### config.mk
export PLATFORM = sky130hd
export DESIGN_NAME = ewrapper_io_rx_align_flat
export DESIGN_NICKNAME = d
export VERILOG_FILES = /design/src/rtl/ewrapper_io_rx_align_pkg.sv /design/src/rtl/ewrapper_io_rx_align_if.sv /design/src/rtl/ewrapper_rx_pin_shift.sv /design/src/rtl/ewrapper_io_rx_align.sv /design/src/flat_wrapper.sv
export SDC_FILE = /design/constraint.sdc
export NUM_CORES = 1
export LEC_CHECK = 0
export BUFFER_PORTS_ARGS = -buffer_cell sky130_fd_sc_hd__buf_2
export CAP_MARGIN = 20
export CORE_MARGIN = 2
export CORE_UTILIZATION = 29
export DETAILED_ROUTE_END_ITERATION = 10
export GPL_TIMING_DRIVEN = 1
export RECOVER_POWER = 50
export SYNTH_ARGS = -nofsm -noshare
export SYNTH_HDL_FRONTEND = slang
export SYNTH_SLANG_ARGS = --single-unit
### constraint.sdc
create_clock -name rxi_lclk -period 9.1 [get_ports rxi_lclk]
set_clock_uncertainty 0.2 [all_clocks]
set_input_delay 2.275 -clock rxi_lclk [delete_from_list [all_inputs] [get_ports rxi_lclk]]
set_output_delay 2.275 -clock rxi_lclk [all_outputs]
set_load 0.05 [all_outputs]
### src/rtl/ewrapper_io_rx_align_pkg.sv
// Shared definitions for the frame-aligned receive deserializer.
//   WORD_BEATS   : link-clock cycles per 72-bit word (two bits per pin per cycle)
//   BYTE_W       : bits per pin per word
//   state_t      : aligner FSM encoding
//   is_lead_ones : classifies a frame byte as "ones then zeros" (FF, FE .. 80)
package ewrapper_io_rx_align_pkg;

    localparam int WORD_BEATS = 4;
    localparam int BYTE_W     = 8;

    typedef enum logic {
        HUNT   = 1'b0,
        LOCKED = 1'b1
    } state_t;

    // A byte is leading-ones-then-zeros when its complement is a contiguous run
    // of low-order ones (or zero); adding one to such a run clears every bit it
    // shares with itself. All-zero is excluded: that is a boundary, not a burst.
    function automatic logic is_lead_ones(input logic [BYTE_W-1:0] b);
        logic [BYTE_W-1:0] inv;
        inv = ~b;
        return (b != '0) && ((inv & (inv + BYTE_W'(1))) == '0);
    endfunction

endpackage

### src/rtl/ewrapper_io_rx_align_if.sv
// Bus between the IDDR even/odd pin registers and the aligned-word consumer.
//   clk_even/clk_odd : per-pin bits sampled first/second in the current cycle
//   rx_word          : aligned word, byte p = pin p, MSB of each byte earliest
//   rx_word_vld      : one-cycle strobe for rx_word
//   rx_locked        : aligner is locked to a frame
//   rx_offset        : lock phase (0 even-bit start, 1 odd-bit start)
//   align_err        : one-cycle pulse on a malformed frame byte
//   err_cnt          : saturating align_err count
// master drives the pin bits and observes the word; slave is the aligner.
interface ewrapper_io_rx_align_if #(
    parameter int PINS      = 9,
    parameter int ERR_CNT_W = 8
);
    logic [PINS-1:0]      clk_even;
    logic [PINS-1:0]      clk_odd;
    logic [8*PINS-1:0]    rx_word;
    logic                 rx_word_vld;
    logic                 rx_locked;
    logic                 rx_offset;
    logic                 align_err;
    logic [ERR_CNT_W-1:0] err_cnt;

    modport master (
        output clk_even, clk_odd,
        input  rx_word, rx_word_vld, rx_locked, rx_offset, align_err, err_cnt
    );

    modport slave (
        input  clk_even, clk_odd,
        output rx_word, rx_word_vld, rx_locked, rx_offset, align_err, err_cnt
    );
endinterface

### src/rtl/ewrapper_rx_pin_shift.sv
// Per-pin bit history and word-window select.
//   rxi_lclk, reset : link clock, async active-high reset
//   even, odd       : this pin's bits for the current cycle
//   offset          : locked word phase
//   beat            : aligner beat counter
//   window          : the 8 bits of the word ending this cycle (MSB earliest),
//                     zero on beats where no word ends
module ewrapper_rx_pin_shift
    import ewrapper_io_rx_align_pkg::*;
#(
    parameter int HIST_W = 10
) (
    input  logic              rxi_lclk,
    input  logic              reset,
    input  logic              even,
    input  logic              odd,
    input  logic              offset,
    input  logic [1:0]        beat,
    output logic [BYTE_W-1:0] window
);

    logic [HIST_W-1:0]             hist;
    logic [HIST_W+1:0]             cat;
    logic [$clog2(HIST_W+2)-1:0]   sel;
    logic                          capture;

    always_ff @(posedge rxi_lclk or posedge reset) begin
        if (reset) hist <= '0;
        else       hist <= {hist[HIST_W-3:0], even, odd};
    end

    // Live bits join the history so the word completes in the same cycle its
    // last bit arrives. Offset-1 words end on the even bit, so the odd bit of
    // that cycle is skipped by starting the window one position up.
    assign cat     = {hist, even, odd};
    assign sel     = {{($bits(sel)-1){1'b0}}, offset};
    assign capture = (beat == (offset ? 2'd0 : 2'(WORD_BEATS-1)));
    assign window  = capture ? cat[sel +: BYTE_W] : '0;

endmodule

### src/rtl/ewrapper_io_rx_align.sv
// Frame-aligned deserializer in the fast link-clock domain. Hunts for the
// rising edge of the frame pin at half-cycle granularity, then emits one
// 72-bit word every 4 cycles while the frame byte stays all-ones.
//   rxi_lclk : link clock
//   reset    : async active-high reset
//   rx       : slave side of the pin/word bus
module ewrapper_io_rx_align
    import ewrapper_io_rx_align_pkg::*;
#(
    parameter int PINS      = 9,
    parameter int FRAME_PIN = 8,
    parameter int ERR_CNT_W = 8
) (
    input  logic                   rxi_lclk,
    input  logic                   reset,
    ewrapper_io_rx_align_if.slave  rx
);

    state_t                         state;
    logic [1:0]                     beat;
    logic                           prev_odd;
    logic [PINS-1:0][BYTE_W-1:0]    win;
    logic [PINS-1:0][BYTE_W-1:0]    word_q;
    logic                           vld_q;
    logic                           locked_q;
    logic                           offset_q;
    logic                           err_q;
    logic [ERR_CNT_W-1:0]           err_cnt_q;

    logic                           frame_even;
    logic                           frame_odd;
    logic                           rise_even;
    logic                           rise_odd;
    logic [1:0]                     end_beat;
    logic [BYTE_W-1:0]              fbyte;

    for (genvar g = 0; g < PINS; g++) begin : g_pin
        ewrapper_rx_pin_shift u_shift (
            .rxi_lclk (rxi_lclk),
            .reset    (reset),
            .even     (rx.clk_even[g]),
            .odd      (rx.clk_odd[g]),
            .offset   (offset_q),
            .beat     (beat),
            .window   (win[g])
        );
    end

    assign frame_even = rx.clk_even[FRAME_PIN];
    assign frame_odd  = rx.clk_odd[FRAME_PIN];
    // Rise into the even bit compares against last cycle's odd bit; rise into
    // the odd bit compares against this cycle's even bit.
    assign rise_even  = !prev_odd && frame_even;
    assign rise_odd   = !frame_even && frame_odd;
    assign end_beat   = offset_q ? 2'd0 : 2'(WORD_BEATS-1);
    assign fbyte      = win[FRAME_PIN];

    always_ff @(posedge rxi_lclk or posedge reset) begin
        if (reset) begin
            state     <= HUNT;
            beat      <= '0;
            prev_odd  <= 1'b0;
            word_q    <= '0;
            vld_q     <= 1'b0;
            locked_q  <= 1'b0;
            offset_q  <= 1'b0;
            err_q     <= 1'b0;
            err_cnt_q <= '0;
        end else begin
            prev_odd <= frame_odd;
            vld_q    <= 1'b0;
            err_q    <= 1'b0;
            case (state)
                HUNT: begin
                    beat <= '0;
                    if (rise_even) begin
                        state    <= LOCKED;
                        locked_q <= 1'b1;
                        offset_q <= 1'b0;
                        beat     <= 2'd1;
                    end else if (rise_odd) begin
                        state    <= LOCKED;
                        locked_q <= 1'b1;
                        offset_q <= 1'b1;
                        beat     <= 2'd1;
                    end
                end
                LOCKED: begin
                    beat <= beat + 2'd1;
                    if (beat == end_beat) begin
                        if (is_lead_ones(fbyte)) begin
                            vld_q  <= 1'b1;
                            word_q <= win;
                        end else if (fbyte != '0) begin
                            err_q <= 1'b1;
                            if (err_cnt_q != '1) err_cnt_q <= err_cnt_q + ERR_CNT_W'(1);
                        end
                        if (fbyte != '1) begin
                            state    <= HUNT;
                            locked_q <= 1'b0;
                            // Offset-1 words end on the even bit; the odd bit of
                            // the same cycle may already start the next frame.
                            if (offset_q && rise_odd) begin
                                state    <= LOCKED;
                                locked_q <= 1'b1;
                                beat     <= 2'd1;
                            end
                        end
                    end
                end
            endcase
        end
    end

    assign rx.rx_word     = word_q;
    assign rx.rx_word_vld = vld_q;
    assign rx.rx_locked   = locked_q;
    assign rx.rx_offset   = offset_q;
    assign rx.align_err   = err_q;
    assign rx.err_cnt     = err_cnt_q;

endmodule
### src/flat_wrapper.sv
// flat-port wrapper written by rule: the top's interface ports become plain ports
module ewrapper_io_rx_align_flat import ewrapper_io_rx_align_pkg::*;
#(
    parameter int PINS      = 9,
    parameter int FRAME_PIN = 8,
    parameter int ERR_CNT_W = 8
)
  (rxi_lclk, reset, rx_clk_even, rx_clk_odd, rx_rx_word, rx_rx_word_vld, rx_rx_locked, rx_rx_offset, rx_align_err, rx_err_cnt);
  ewrapper_io_rx_align_if #(.PINS(PINS), .ERR_CNT_W(ERR_CNT_W)) rx_i ();
  input  logic rxi_lclk;
  input  logic reset;
  input wire logic [$bits(rx_i.clk_even)-1:0] rx_clk_even;
  input wire logic [$bits(rx_i.clk_odd)-1:0] rx_clk_odd;
  output wire logic [$bits(rx_i.rx_word)-1:0] rx_rx_word;
  output wire logic [$bits(rx_i.rx_word_vld)-1:0] rx_rx_word_vld;
  output wire logic [$bits(rx_i.rx_locked)-1:0] rx_rx_locked;
  output wire logic [$bits(rx_i.rx_offset)-1:0] rx_rx_offset;
  output wire logic [$bits(rx_i.align_err)-1:0] rx_align_err;
  output wire logic [$bits(rx_i.err_cnt)-1:0] rx_err_cnt;
  assign rx_i.clk_even = rx_clk_even;
  assign rx_i.clk_odd = rx_clk_odd;
  assign rx_rx_word = rx_i.rx_word;
  assign rx_rx_word_vld = rx_i.rx_word_vld;
  assign rx_rx_locked = rx_i.rx_locked;
  assign rx_rx_offset = rx_i.rx_offset;
  assign rx_align_err = rx_i.align_err;
  assign rx_err_cnt = rx_i.err_cnt;
  ewrapper_io_rx_align #(.PINS(PINS), .FRAME_PIN(FRAME_PIN), .ERR_CNT_W(ERR_CNT_W)) u_core (.rxi_lclk(rxi_lclk), .reset(reset), .rx(rx_i));
endmodule
==> summary.md, run 1 <==
| Metric | Value |
|---|---|
| Status | complete, but fails checks |
| Failing checks | capacitance limit, slew limit |
| Final worst path period share | 56.4% |
| WS Path Type | in2async |
| DR WL/cell | 13.6 um |
| Grt peak-use layer | met2 |
| CTS Root Cell | clkbuf_16 |
| Setup TNS | 0 ps |
| Startpoint Class | input port |
| DRC Markers | 0 |
| Max Slew Vio Count | 79 |
| Vias post-DR | 3,853 |
| CTS tree | built |
| Area contributors post-synth | dfrtp_1 (64%), mux2i_1 (11%), a21oi_1 (6.3%), nor2_1 (5.2%), buf_2 (1.3%) |
| Largest net degree at the start of global routing | 91 |
| Total Wirelength | 11,800 um |
| Yosys top cell area share | 63.8% |
| Async set-reset flop share out of synthesis | 100% |
| Grt total ovfl | 0 |
| Syn Nets | 507 |
| Final Hold Fails | 0 |
| DR pass1 iterations | 4 |
| Total CTS buffers | 17 |
| Unrepaired setup endpoints after global routing | no |
| Vias in the first global route | 3,850 |
| Data required, critical path | 9320 ps |
| DR vias/cell | 4.45 |
| Max Cap Violations | 1 |
| Post-layout nets | 604 |
| Post-cts sizing count | 0 |
| Tot GR Track Use | 11.7% |
| Latest clock arrival within the worst-skew pair | 410 ps |
| Fin worst setup slack | 3970 ps |
| FMAX | 195 MHz |
| Die height | 146 um |
| Post-Synthesis Cells | 486 |
| First-pass GRT wire length | 20,200 um |
| Number of synthesized flops with an enable pin | 0 |
| Clk buf depth | 2 |
| WP data arrival | 5350 ps |
| Yosys Warn Count | 0 |
| Quantity of I/O buffers inserted on ports | 103 |
| Post-CTS Hold Buffers | 0 |
| Setup slack at placement | 3720 ps |
| I/O pin total | 104 |
| Die width | 146 um |
| CP Capture Type | async pin |
| Worst-path clk slew | 60 ps |
| Share of cells above drive strength 1 | 15.4% |
| GPL Wtd Cong | 0.801 |
| Tmin final | 5130 ps |
| DR iter-0 viols | 263 |
| Post-DRT Antenna Nets | 0 |
| Mean Syn Cell Area | 12.1 um^2 |
| Area Overhead vs Synth | 21.8% |
| Max FO, Critical Path | 78 |
| Sequential-to-total area share from yosys stat | 63.8% |
| Synth Flop Type | dfrtp_1 |
| Slew HR | -129% |
| Met3 Usage GRT | 3.91% |
| Final setup viols | 0 |
| Yosys cell types | 46 |
| Initial Util | 29.4% |
| # rows | 52 |
| Die Footprint | 21,400 um^2 |
| Initial antenna violation count | 0 |
| Synthesized flop and latch total | 150 |
| Detailed Place HPWL | 7600 um |
| Post-Syn Area | 5880 um^2 |
| Core ar. | 20,000 um^2 |
| Grt met2 use | 17.2% |
| Setup Fix Bufs, Post-CTS | 0 |
| Met1 Use GR | 16.0% |
| CTS Sinks | 150 |
| Worst Max-Slew Pin Slew | 3420 ps |
| Hold crit path type | reg2reg |
| H-tree levels | 4 |
| Diodes inserted | 0 |
| Largest area contributor in the netlist | dfrtp_1 |
layout make-up:
class                   count  area [um^2]
clock buffers              18          439
well taps                 270          338
repair buffers            107          469
clock inverters            14          190
multi-input cells         303         1950
flip-flops and latches    150         3760
inverters                   4         16.3
fillers                  2051        12900
cell families after synthesis:
family / synth area share (%)
AO/OA/AOI/OAI: 9.08
adder cells (fa/ha/maj): 0.213
XOR/XNOR: 0.893
buffers and inverters: 3.00
AND/OR/NAND/NOR: 10.6
flip-flops: 63.8
multiplexers: 12.4
registers in the layout, summed over array words and instances (netlist names):
name,flops
u_core.rx.rx_offset,1
u_core.rx.align_err,1
u_core.rx.rx_locked,1
u_core.rx.rx_word,72
u_core.g_pin.u_shift.hist,63
u_core.rx.err_cnt,8
u_core.beat,2
u_core.state,1
u_core.rx.rx_word_vld,1
path summary, 6_finish.rpt:
path,to,cells after the start,slack (ps),from
setup / recovery,u_core.g_pin[0].u_shift.hist[0],3,3970,reset
setup reg to reg,u_core.rx.rx_word[14],10,4270,u_core.rx.rx_offset
min in group asynchronous,u_core.rx.rx_word[0],2,2650,reset
max in group rxi_lclk,u_core.rx.rx_word[14],10,3970,rx_clk_even[8]
hold / removal,u_core.g_pin[5].u_shift.hist[4],0,200,u_core.g_pin[5].u_shift.hist[2]
hold reg to reg,u_core.g_pin[5].u_shift.hist[4],0,200,u_core.g_pin[5].u_shift.hist[2]
critical path, stage by stage:
cell and delay, ps:
buf_2 100, clkinvlp_2 1900, buf_4 960
cell usage after synthesis (4+ instances only):
master	n
o21ai_0	5
buf_6	4
dfrtp_1	150
mux2_2	6
nor4_1	5
nand3_1	4
nor3_1	6
a21oi_1	74
buf_2	15
nor2_1	81
xor2_1	5
nand2_1	7
clkbuf_1	7
mux2i_1	66
inv_1	4
placed cells by master, fill, tap and decap left out, types with 3 or more instances in the layout:
cell type,instances
inv_8,3
dfrtp_1,149
nor2b_1,3
and4b_1,3
nor3_1,6
buf_2,42
o21ai_0,5
clkinvlp_4,3
a21oi_1,74
clkbuf_16,17
buf_4,4
and2_1,3
nand2_1,7
nor4_1,5
clkbuf_1,61
mux2_2,6
nor2_1,81
mux2i_1,66
inv_6,3
inv_1,3
nand3_1,4
xor2_1,5
bufinv_16,3
nand2b_1,3
per-stage QoR:
| step | hold slack, ps | area [um^2] | util (%) | cells |
|---|---|---|---|---|
| global route | 211 | 7160 | 35.7 | 866 |
| detailed placement | 185 | 6610 | 33.0 | 834 |
| finish | 199 | 7160 | 35.7 | 866 |
| global placement | 184 | 6610 | 33.0 | 834 |
| floorplan | 173 | 5880 | - | 486 |
| CTS | 199 | 7240 | 36.1 | 866 |
metal layers:
layer  vias to the layer above  wire length [um]
met3                        17               540
met2                        83              5400
met1                      1851              5600
met4                         0               240
met5                         -                 0
li1                       1902                 -
Power of run 1 is not shown: default switching activity piles up to over one toggle a cycle in this logic, so the estimate is an artifact.
==> run 2, diff against run 1 <==
- clock period: 9.1 -> 4.7 ns (I/O delays scaled with it)
==> run 2 against run 1 <==
  * The run still ends with capacitance limit, slew limit left
  * Count of clock-buffer cells in the layout is 5 higher
  * Cell count unchanged
  * Non-clock buffer count up 2
  * Routed wire length grew 1.3%
  * Sequential share of layout area is 0.28 points lower
  * Via count up 1.2%
  * First-iteration DRC count down 2.7%
  * Design area grew 0.54%
  * Worst setup slack lost 3000 ps
  * Critical path depth down 1
  * Register-to-register slack lost 3200 ps
  * Critical path type is now reg2out
  * Critical endpoint is now rx_rx_offset
==> summary.md, run 2 (synthesized netlist as in run 1, its figures left out) <==
| Metric | Value |
|---|---|
| Status | complete, but fails checks |
| Failing checks | capacitance limit, slew limit |
| CTS tree | built |
| GPL Wtd Cong | 0.838 |
| Die height | 146 um |
| CP Capture Type | primary output |
| Initial Util | 29.4% |
| Cell depth of the worst hold path | 0 |
| Final worst path period share | 79.2% |
| Worst-path clk slew | 60 ps |
| I/O pin total | 104 |
| CP top delay family | buffers and inverters |
| Largest register FFs | 72 |
| Max Cap Violations | 1 |
| Commonest cells after routing, fill and taps aside | dfrtp_1 (149), buf_2 (88), nor2_1 (81), a21oi_1 (74), mux2i_1 (66) |
| Critical path's slowest cell | dfrtp_4 |
| Max Slew Vio Count | 85 |
| CP peak stage delay | 860 ps |
| FMAX | 268 MHz |
| Total CTS buffers | 17 |
| Setup Fix Bufs, Post-CTS | 0 |
| Vias post-DR | 3,898 |
| Number of buffers and inverters on the critical path | 2 |
| DR WL/cell | 13.8 um |
| Hold crit path type | reg2reg |
| H-tree levels | 4 |
| Post-CTS Hold Buffers | 0 |
| Stages on the worst setup path | 2 |
| DRC Markers | 0 |
| Setup slack at placement | 961 ps |
| Quantity of I/O buffers inserted on ports | 103 |
| Reg2Reg Depth | 9 |
| Clk buf depth | 2 |
| Worst Max-Slew Pin Slew | 2090 ps |
| Final instance area | 7200 um^2 |
| Post-DRT Antenna Nets | 0 |
| Die width | 146 um |
| Unrepaired setup endpoints after global routing | no |
| Post-layout nets | 606 |
| Final Hold Fails | 0 |
| DR vias/cell | 4.50 |
| Largest net degree at the start of global routing | 85 |
| DR iter-0 viols | 256 |
| Post-DP Area | 6650 um^2 |
| Slew HR | -39.1% |
| Startpoint Class | register |
| Post-cts sizing count | 0 |
| Detailed Place HPWL | 7600 um |
| # rows | 52 |
| Diodes inserted | 0 |
| Max FO, Critical Path | 46 |
| Die Footprint | 21,400 um^2 |
| CP cell instances | buf_4, buf_2 |
| DR pass1 iterations | 4 |
| Data required, critical path | 3320 ps |
| Latest clock arrival within the worst-skew pair | 410 ps |
| Tmin final | 3720 ps |
| Vias in the first global route | 3,780 |
| Setup TNS | 0 ps |
| Final setup viols | 0 |
| First-pass GRT wire length | 20,000 um |
| Fin worst setup slack | 976 ps |
| Initial antenna violation count | 0 |
| Core ar. | 20,000 um^2 |
| CTS Root Cell | clkbuf_16 |
| Grt total ovfl | 0 |
| Commonest non-fill, non-tap cell in the layout | dfrtp_1 |
| WS Path Type | reg2out |
| CTS Sinks | 150 |
| WP data arrival | 2350 ps |
| Total Wirelength | 11,900 um |
| Tot GR Track Use | 11.6% |
| Share of cells above drive strength 1 | 22.5% |
| Area Overhead vs Synth | 22.4% |
run 2: cell types whose count changed in the layout (fill, tap and decap cells not counted), sizes merged:
cell / before / now
buf: 46 / 92
clkbuf: 79 / 40
clkinvlp: 4 / 2
inv: 9 / 4
run 2: routing by layer:
metal  global-route usage [%]  part of all wire (%)  vias to the layer above
met5                        0                     0                        -
met4                     4.51                   1.6                        0
met2                     17.6                    47                       85
li1                         -                     -                     1908
met3                     3.38                   4.6                       14
met1                     15.7                    47                     1891
run 2: per-stage QoR:
step | hold slack [ps] | std cells | util [%]
finish | 196 | 866 | 35.9
global placement | 186 | 836 | 33.2
global route | 211 | 866 | 35.9
floorplan | 173 | 486 | -
CTS | 195 | 866 | 36.1
detailed placement | 186 | 836 | 33.2
run 2: worst paths after layout:
path	start	end	slack [ps]
worst max-delay path	u_core.rx.rx_offset	rx_rx_offset	980
worst min-delay path	u_core.g_pin[2].u_shift.hist[3]	u_core.g_pin[2].u_shift.hist[5]	200
worst max register to register	u_core.rx.rx_offset	u_core.rx.rx_word[29]	1060
worst min register to register	u_core.g_pin[2].u_shift.hist[3]	u_core.g_pin[2].u_shift.hist[5]	200
max in group asynchronous	reset	u_core.rx.rx_offset	1070
min in group asynchronous	reset	u_core.rx.rx_word[20]	600
run 2: layout make-up:
class	instances	area (um^2)
fill	2049	12800
sequential	150	3760
multi-input combinational	303	1950
timing repair buffer	109	549
clock buffer	23	468
tap	270	338
clock inverter	7	120
inverter	4	16.3
Power of run 2 is left out for the same reason.
==> run 3, diff against run 2 <==
- clock period: 4.7 -> 3.49 ns (I/O delays scaled with it)
==> run 3 against run 2 <==
  * The run still ends with capacitance limit, slew limit left
  * Core utilization hardly changed
  * Die area did not move
  * Worst setup slack got worse by 500 ps
  * Sequential share of layout area about the same
  * Critical path depth is 7 higher
  * Design area is essentially flat
  * Critical endpoint is now u_core.rx.rx_word[50]
  * Count of clock-buffer cells in the layout shrank 1
  * Non-clock buffer count grew 1
  * Flip-flop and latch count unchanged
  * Highest routed layer unchanged
  * Via count decreased by 0.38%
  * Register-to-register slack got worse by 580 ps
  * First-iteration DRC count grew 9.0%
==> summary.md, run 3 (synthesized netlist as in run 1, its figures left out) <==
| Metric | Value |
|---|---|
| Tot GR Track Use | 11.9% |
| Post-DRT Antenna Nets | 0 |
| CTS Root Cell | clkbuf_16 |
| Number of buffers and inverters on the critical path | 2 |
| Die Footprint | 21,400 um^2 |
| Die width | 146 um |
| Post-cts sizing count | 0 |
| Failing checks | capacitance limit, slew limit |
| Crit path launch | u_core.rx.rx_offset |
| Slew HR | -16.9% |
| WP data arrival | 3150 ps |
| Total Wirelength | 12,100 um |
| Max FO, Critical Path | 71 |
| Largest net degree at the start of global routing | 73 |
| DR iter-0 viols | 279 |
| Initial Util | 29.4% |
| Post-layout util | 35.9% |
| CP peak stage delay | 560 ps |
| DR pass1 iterations | 4 |
| Latest clock arrival within the worst-skew pair | 410 ps |
| Unrepaired setup endpoints after global routing | no |
| Commonest cells after routing, fill and taps aside | dfrtp_1 (149), buf_2 (87), nor2_1 (81), a21oi_1 (74), mux2i_1 (66) |
| Reg2Reg Depth | 9 |
| CTS tree | built |
| Tmin final | 3010 ps |
| Stages on the worst setup path | 9 |
| DR WL/cell | 13.9 um |
| R2R Path End | u_core.rx.rx_word[50] |
| Vias in the first global route | 3,937 |
| Die height | 146 um |
| FMAX | 332 MHz |
| DR vias/cell | 4.47 |
| Status | complete, but fails checks |
| Data required, critical path | 3620 ps |
| Post-layout nets | 607 |
| Final Hold Fails | 0 |
| Max Cap Violations | 2 |
| # rows | 52 |
| Diodes inserted | 0 |
| DRC Markers | 0 |
| I/O pin total | 104 |
| Hold crit path type | reg2reg |
| CP top delay family | simple AND/OR/NAND/NOR gates |
| Setup TNS | 0 ps |
| Grt total ovfl | 0 |
| Setup Fix Bufs, Post-CTS | 0 |
| Worst r2r src | u_core.rx.rx_offset |
| Detailed Place HPWL | 7740 um |
| CP Capture Type | register |
| First-pass GRT wire length | 20,400 um |
| Total CTS buffers | 17 |
| Startpoint Class | register |
| Max Slew Vio Count | 140 |
| H-tree levels | 4 |
| Post-CTS Hold Buffers | 0 |
| Final worst path period share | 86.3% |
| FF-to-FF setup slack | 480 ps |
| Vias post-DR | 3,883 |
| Area Overhead vs Synth | 22.3% |
| Share of cells above drive strength 1 | 23.4% |
| Worst Max-Slew Pin Slew | 1750 ps |
| GPL Wtd Cong | 0.838 |
| CP cell instances | nor3b_4, a22o_1, nor3_2, a41o_1, nor4_4, buf_4, buf_12, nor2_1, a21oi_1 |
| Crit path capture | u_core.rx.rx_word[50] |
| WS Path Type | reg2reg |
| Core ar. | 20,000 um^2 |
| Initial antenna violation count | 0 |
| Clk buf depth | 2 |
| Final setup viols | 0 |
| Largest register FFs | 72 |
| Critical path's slowest cell | dfrtp_4 |
| Commonest non-fill, non-tap cell in the layout | dfrtp_1 |
| Quantity of I/O buffers inserted on ports | 103 |
| CTS Sinks | 150 |
| Worst-path clk slew | 60 ps |
-- run 3: cell count changes in the layout (fill, tap and decap cells not counted), sizes merged --
cell,before,now
clkinv,2,4
bufinv,3,0
clkinvlp,2,6
-- run 3: layer usage --
metal  GRT usage [%]  part of all wire [%]  up-vias
met5               0                     0        -
met4            5.19                   2.0        0
met3            3.09                   3.8       20
met2            17.7                    47       94
met1            16.4                    47     1865
li1                -                     -     1904
-- run 3: worst min-delay path by stage --
stage,start,end,slack (ps),depth (start not counted)
4_1_cts,u_core.g_pin[0].u_shift.hist[0],u_core.g_pin[0].u_shift.hist[2],200,0
3_3_place_gp,u_core.g_pin[5].u_shift.hist[3],u_core.g_pin[5].u_shift.hist[5],180,0
3_5_place_dp,u_core.g_pin[7].u_shift.hist[3],u_core.g_pin[7].u_shift.hist[5],190,0
6_report,u_core.g_pin[3].u_shift.hist[2],u_core.g_pin[3].u_shift.hist[4],200,0
5_1_grt,u_core.g_pin[3].u_shift.hist[0],u_core.g_pin[3].u_shift.hist[2],210,0
2_1_floorplan,u_core.g_pin[0].u_shift.hist[0],u_core.g_pin[0].u_shift.hist[2],170,0
-- run 3: layout make-up --
type / instances / area [um^2]
clock inverter: 10 / 70.1
timing repair buffer: 110 / 568
inverter: 4 / 16.3
clock buffer: 22 / 494
multi-input combinational: 303 / 1950
tap: 270 / 338
fill: 2039 / 12800
sequential: 150 / 3760
-- run 3: stage by stage --
step                setup WS [ps]  instance area (um^2)  instances  hold WS [ps]
finish                        477                  7200        869           197
global route                  256                  7200        869           207
CTS                           493                  7250        869           198
detailed placement            367                  6690        837           186
global placement              439                  6690        837           184
floorplan                     486                  5890        486           173
Power of run 3 is left out for the same reason.
